File: src/rtl/reg_dump.sv
// Register-file dump engine: walks indices 0..LAST_REG and streams each word out on a valid/ready port.
// Optional macro REG_DUMP_CHECKSUM_EN appends an XOR checksum beat after the last register.
module reg_dump #(
    parameter int unsigned LAST_REG = 31
) (
    input  logic        clk,
    input  logic        rst,
    input  logic        start,
    input  logic        abort,
    output logic [4:0]  ra,
    input  logic [31:0] rd,
    output logic        out_valid,
    input  logic        out_ready,
    output logic [31:0] out_data,
    output logic [4:0]  out_idx,
    output logic        out_last,
    output logic        busy,
    output logic        done
);

    localparam logic [4:0] LAST_IDX = 5'(LAST_REG);

`ifdef REG_DUMP_CHECKSUM_EN
    typedef enum logic [2:0] {IDLE, READ, SEND, CSUM, DONE} state_t;
`else
    typedef enum logic [2:0] {IDLE, READ, SEND, DONE} state_t;
`endif

    state_t      state_q, state_d;
    logic [4:0]  idx_q, idx_d;
    logic [4:0]  ra_q, ra_d;
    logic [4:0]  oidx_q, oidx_d;
    logic [31:0] data_q, data_d;
    logic        last_q, last_d;
    logic        hs;
`ifdef REG_DUMP_CHECKSUM_EN
    logic [31:0] csum_q, csum_d;
`endif

    always_ff @(posedge clk or posedge rst) begin
        if (rst) begin
            state_q <= IDLE;
            idx_q   <= '0;
            ra_q    <= '0;
            oidx_q  <= '0;
            data_q  <= '0;
            last_q  <= 1'b0;
`ifdef REG_DUMP_CHECKSUM_EN
            csum_q  <= '0;
`endif
        end else begin
            state_q <= state_d;
            idx_q   <= idx_d;
            ra_q    <= ra_d;
            oidx_q  <= oidx_d;
            data_q  <= data_d;
            last_q  <= last_d;
`ifdef REG_DUMP_CHECKSUM_EN
            csum_q  <= csum_d;
`endif
        end
    end

`ifdef REG_DUMP_CHECKSUM_EN
    assign out_valid = (state_q == SEND) || (state_q == CSUM);
`else
    assign out_valid = (state_q == SEND);
`endif
    assign hs       = out_valid && out_ready;
    assign out_data = data_q;
    assign out_idx  = oidx_q;
    assign out_last = last_q;
    assign busy     = (state_q != IDLE);
    assign done     = (state_q == DONE);
    // The read address tracks the counter only while capturing; otherwise it parks.
    assign ra = (state_q == READ) ? idx_q : ((state_q == IDLE) ? 5'd0 : ra_q);

    always_comb begin
        state_d = state_q;
        idx_d   = idx_q;
        ra_d    = ra_q;
        oidx_d  = oidx_q;
        data_d  = data_q;
        last_d  = last_q;
`ifdef REG_DUMP_CHECKSUM_EN
        csum_d  = csum_q;
`endif
        case (state_q)
            IDLE: begin
                if (start) begin
                    idx_d   = '0;
`ifdef REG_DUMP_CHECKSUM_EN
                    csum_d  = '0;
`endif
                    state_d = READ;
                end
            end
            READ: begin
                ra_d    = idx_q;
                data_d  = rd;
                oidx_d  = idx_q;
`ifdef REG_DUMP_CHECKSUM_EN
                last_d  = 1'b0;
                csum_d  = csum_q ^ rd;
`else
                last_d  = (idx_q == LAST_IDX);
`endif
                state_d = SEND;
            end
            SEND: begin
                if (hs) begin
                    if (idx_q == LAST_IDX) begin
`ifdef REG_DUMP_CHECKSUM_EN
                        // csum_q already folds in the final word captured in READ.
                        data_d  = csum_q;
                        oidx_d  = '0;
                        last_d  = 1'b1;
                        state_d = CSUM;
`else
                        state_d = DONE;
`endif
                    end else begin
                        idx_d   = idx_q + 5'd1;
                        state_d = READ;
                    end
                end
            end
`ifdef REG_DUMP_CHECKSUM_EN
            CSUM: begin
                if (hs) state_d = DONE;
            end
`endif
            DONE:    state_d = IDLE;
            default: state_d = IDLE;
        endcase
        // Abort wins over any handshake in the same cycle.
        if (abort && (state_q != IDLE)) state_d = IDLE;
    end

endmodule
File: config.mk
export PLATFORM = sky130hd
export DESIGN_NAME = reg_dump
export DESIGN_NICKNAME = d
export VERILOG_FILES = /design/src/rtl/reg_dump.sv
export SDC_FILE = /design/constraint.sdc
export NUM_CORES = 1
export LEC_CHECK = 0
export CAP_MARGIN = 10
export CORE_MARGIN = 2
export CORE_UTILIZATION = 41
export CTS_CLUSTER_DIAMETER = 80
export CTS_CLUSTER_SIZE = 16
export DETAILED_ROUTE_END_ITERATION = 6
export PLACE_DENSITY = 0.79
export SKIP_CTS_REPAIR_TIMING = 1
export SYNTH_ARGS = -nofsm -noshare
export SYNTH_HDL_FRONTEND = slang
export SYNTH_SLANG_ARGS = --single-unit
File: constraint.sdc
create_clock -name clk -period 2.2 [get_ports clk]
set_clock_uncertainty 0.1 [all_clocks]
set_input_delay 0.55 -clock clk [delete_from_list [all_inputs] [get_ports clk]]
set_output_delay 0.55 -clock clk [all_outputs]
set_load 0.02 [all_outputs]
# ---- Yosys cells after proc, flatten, opt, wreduce, memory -nomap -nowiden
# Index checks and enable logic that the tools add are counted.
dict set report word_totals {
  elab_cells 33
  inputBits 37
  out_inout_bits 46
  reg_bits 46
}
dict set report classes {
  mux 11
  reduce_logical 7
  n_addsub 1
  n_eq_ne 9
}
# operator n
set op_table {}
lappend op_table {{2-to-1 mux 5 bit} 5}
lappend op_table {{one-hot mux 5 bit (2 select lines)} 1}
lappend op_table {{2-to-1 mux 3 bit} 3}
lappend op_table {{one-hot mux 3 bit (3 select lines)} 1}
lappend op_table {{== test 3 x 2 -> 1 bit, second input constant} 2}
lappend op_table {{adder 5 x 1 -> 5 bit, second input constant} 1}
lappend op_table {{== test 5 bit, second input constant} 1}
lappend op_table {{inequality test 2 bit, second input constant} 2}
lappend op_table {{AND reduction 4 bit} 1}
lappend op_table {{== test 3 x 1 -> 1 bit, second input constant} 1}
lappend op_table {{logical NOT 3 bit} 1}
lappend op_table {{inequality test 3 x 1 -> 1 bit, second input constant} 1}
lappend op_table {{inequality test 3 x 2 -> 1 bit, second input constant} 1}
lappend op_table {{nonzero test 3 bit} 1}
lappend op_table {{logical AND 1 bit} 2}
lappend op_table {{2-to-1 mux 2 bit} 1}
lappend op_table {{inequality test 2 x 1 -> 1 bit, second input constant} 1}
lappend op_table {{AND reduction 2 bit} 1}
lappend op_table {{nonzero test 2 bit} 1}

# ---- Depth between registers and ports, before layout
dict set report logic_depth {
  ltp_word 5
  depth_mapped 7
  depth_no_buf 7
}

# ---- Worst setup path before layout
# Ideal clock, no wire load.
dict set report synth_timing {
  path_type {reg2reg}
  start {reg idx_q[0]}
  end {reg idx_q[0]}
  path_buffers 0
  t_required_ns 1.972
  arrival_ns 1.702
  slack_ns 0.270
  period_less_slack_ns 1.930
  stages_incl_launch_ff 8
  setup_ns 0.128
  path_cell_list {dfrtp_1 -> ha_1 -> inv_1 -> nor3_1 -> ha_1 -> nand3b_2 -> a21oi_2 -> mux2_1}
}
dict set report synth_between {
  elab_chain_cells 4
  word_cells_on_any_way 7
  classes_between {add/sub (1); eq/ne (2); mux (3); reduce/logical (1)}
}
# element line
set synth_lines {}
lappend synth_lines {{start: declaration} 30} ;# logic [4:0] idx_q, idx_d;
lappend synth_lines {{start signal: assignment} 53} ;# idx_q <= idx_d;
lappend synth_lines {{adder 5 x 1 -> 5 bit} 123} ;# idx_d = idx_q + 5'd1;
lappend synth_lines {{2-to-1 mux 5 bit} 112} ;# if (idx_q == LAST_IDX) begin
lappend synth_lines {{2-to-1 mux 5 bit} 111} ;# if (hs) begin
lappend synth_lines {{one-hot mux 5 bit (2 select lines)} 88} ;# case (state_q)
# Several ways; a longest one is shown, not always the timed one. The select of a mux whose other input is x is not followed.
# A chain may end at the register's enable or synchronous reset.

# ---- Final worst setup path
dict set report layout_timing {
  start {reg state_q[1]}
  end {out done}
}
dict set report layout_between {
  elab_chain_cells 1
}
# element line
set layout_lines {}
lappend layout_lines {{start: declaration} 29} ;# state_t state_q, state_d;
lappend layout_lines {{start signal: assignment} 52} ;# state_q <= state_d;
lappend layout_lines {{== test 3 x 2 -> 1 bit} 74} ;# assign done = (state_q == DONE);
lappend layout_lines {{end: declaration} 18} ;# output logic done
# Every way passes these cells.

==> results_dict.tcl <==
set metrics [dict create \
    p_per_area_mw_per_mm2 960.9 \
    tns_ns 0 \
    dp_cells 267 \
    cts-root-buf "clkbuf_8" \
    final_nets 265 \
    synth-seq-area-share_pct 59.76 \
    rr_worst_depth 7 \
    fin_area_mm2 0.002964 \
    worst_slew_pin_slew_ns 0.2640 \
    grtUsageMet2_pct 29.22 \
    yosysMostFrequentCell "dfrtp_1" \
    dieWidth_um 71.79 \
    period_needed_ns 2.147 \
    port_buffers 82 \
    drive_gt1_share_pct 27.88 \
    clock.fmax_mhz 465.9 \
    maxCapViolCount 0 \
    cts_tree "built" \
    startpoint_type "register" \
    p_total_mw 2.848 \
    dpl_worst_slack_ns 0.07703 \
    synth_top_area_cell "dfrtp_1" \
    setup_viol 0 \
    async_reset_ff_share_pct 100.0 \
    ys_warn_count 0 \
    timing.rr.start "idx_q[1]" \
    layout_setup_ws_ns 0.05340 \
    clk_path_buf_depth 2 \
    hold_end "out_data[26]" \
    dr.pass1.iters 4 \
    slew_violations 0 \
    reg2reg_to "idx_q[3]" \
    via_per_inst 5.047 \
    yosys.cell_types.count 27 \
    fin_crit_sh_pct 97.57 \
    r2r_slack_ns 0.21 \
    io_pins 83 \
    synth_top_area_share_pct 59.76 \
    coreArea_mm2 0.004384 \
    drc_errors 0 \
    fin_cells 278 \
    grt_pass1_vias 1408 \
    antenna_found_initial 0 \
    cts_sinks 45 \
    synth_area_mm2 0.001884 \
    grt_util_met1_pct 22.78 \
    hp-start "out_data[26]" \
    hold_violations 0 \
    cp_slowest_cell "clkdlybuf4s50_1" \
    crit_required_ns 1.55 \
    grt_util_met3_pct 5.345 \
    path_clk_slew_ns 0.08 \
    gr-usage-all-layers_pct 17.43 \
    crit_path_end_kind "output port" \
    dpl_cell_area_mm2 0.002800 \
    synth-edff-count 0 \
    crit_chain "and2_1 -> clkdlybuf4s50_1" \
    dpl.hpwl_um 3193 \
    via_count 1403 \
    gp_congestion 0.7906 \
    ant_nets 0 \
    cts_buffers 5 \
    synth_area_leaders "dfrtp_1 (60%), mux2_2 (22%), a22o_1 (2.3%)" \
    htreeDepth 2 \
    wirelength_um 4378 \
    arrival_ns 1.50 \
    outcome "finished, final reports clean" \
    rsz0062_at_grt "no" \
    max_slew_margin_pct 82.40 \
    critPathMaxFanout 7 \
    area_growth_pct 57.30 \
    critical-path-max-stage-delay_ns 0.60 \
    clock_latency_ns 0.28 \
    postSynthCellCount 131 \
    whs_path_depth 1 \
    wl_per_cell_um 15.75 \
    startpoint "state_q[1]" \
    design.die.area_mm2 0.005154 \
    whs_ns 0.3907 \
    drt-initial-drc-count 102 \
    ys.flop_type "dfrtp_1" \
    avgSynthCellArea_um2 14.38 \
    grt_max_degree 46 \
    holdCritPathClass "register to register" \
    placementRows 24 \
    busiest_layer "met2" \
    synth_nets 170 \
    fin_util_pct 67.61 \
    vdd_drop_max_mv 0.3475 \
    ys_top_cells_by_count "dfrtp_1 (45), mux2_2 (37), inv_1 (8), a22o_1 (5)" \
    overflow 0 \
    path_class "register to output port" \
    start_util_pct 42.98 \
    p_leak_nw 1.387 \
    insertedDiodeCount 0 \
    grt_pass1_wl_um 6969 \
    ys_ff_latch 45 \
    die_y_um 71.79 \
]
## power breakdown
group	switching (mW)	internal, mW
logic	0.501	0.619
registers	0.112	1.03
clock network	0.257	0.330
## routing by layer
metal | wire length, µm | share of wire [%] | vias to the layer above
li1 | - | - | 657
met1 | 1818 | 42 | 676
met2 | 2208 | 50 | 64
met3 | 315 | 7.2 | 6
met4 | 35 | 0.80 | 0
met5 | 0 | 0 | -
## registers in the layout, indices dropped and copies added (netlist names)
register and count:
out_idx 5, out_last 1, out_data 32, state_q 2
idx_q 5
## area by class of cell
type	count	area, µm²
Fill cell	294	1420
Tap cell	52	65.06
Timing Repair Buffer	93	933.4
Multi-Input combinational cell	73	703.2
Clock inverter	2	35.03
Sequential cell	45	1129
Inverter	8	30.03
Clock buffer	5	68.82
## how the worst max path moves through the flow
stage                    end
CTS                    ra[3]
detailed placement     ra[0]
floorplan           idx_q[0]
global placement       ra[1]
global route            done
finish                  done
## logic make-up (layout without fill, tap and decap cells)
family | Yosys count | after routing | share of synthesized area [%]
AND/OR/NAND/NOR | 16 | 17 | 5.113
multiplexers | 41 | 41 | 24.37
flip-flops | 45 | 45 | 59.76
adder cells (fa/ha/maj) | 2 | 2 | 1.328
AO/OA/AOI/OAI | 13 | 13 | 5.179
buffers and inverters | 14 | 108 | 4.249
## layout by cell type, fill, tap and decap left out, drive strengths merged, types with 2 or more instances in the layout
master         synthesis  routed
mux2i                  2       2
dlymetal6s2s           0       7
nor2b                  2       3
clkbuf                 1       5
nand3b                 2       2
nand2                  2       2
o211ai                 2       2
ha                     2       2
buf                    5      11
nand2b                 3       3
dfrtp                 45      45
mux2                  39      39
a22o                   5       5
clkdlybuf4s50          0      75
inv                    8       8
nand3                  2       2
a21oi                  4       4
## worst max-delay path: cells and delay by family, from the launching register on
family | cells | cell delay [ns]
DFF | 1 | 0.46
buffers and inverters | 1 | 0.60
and+or+nand+nor | 1 | 0.15
No activity file was read; power rests on OpenSTA's default activity.
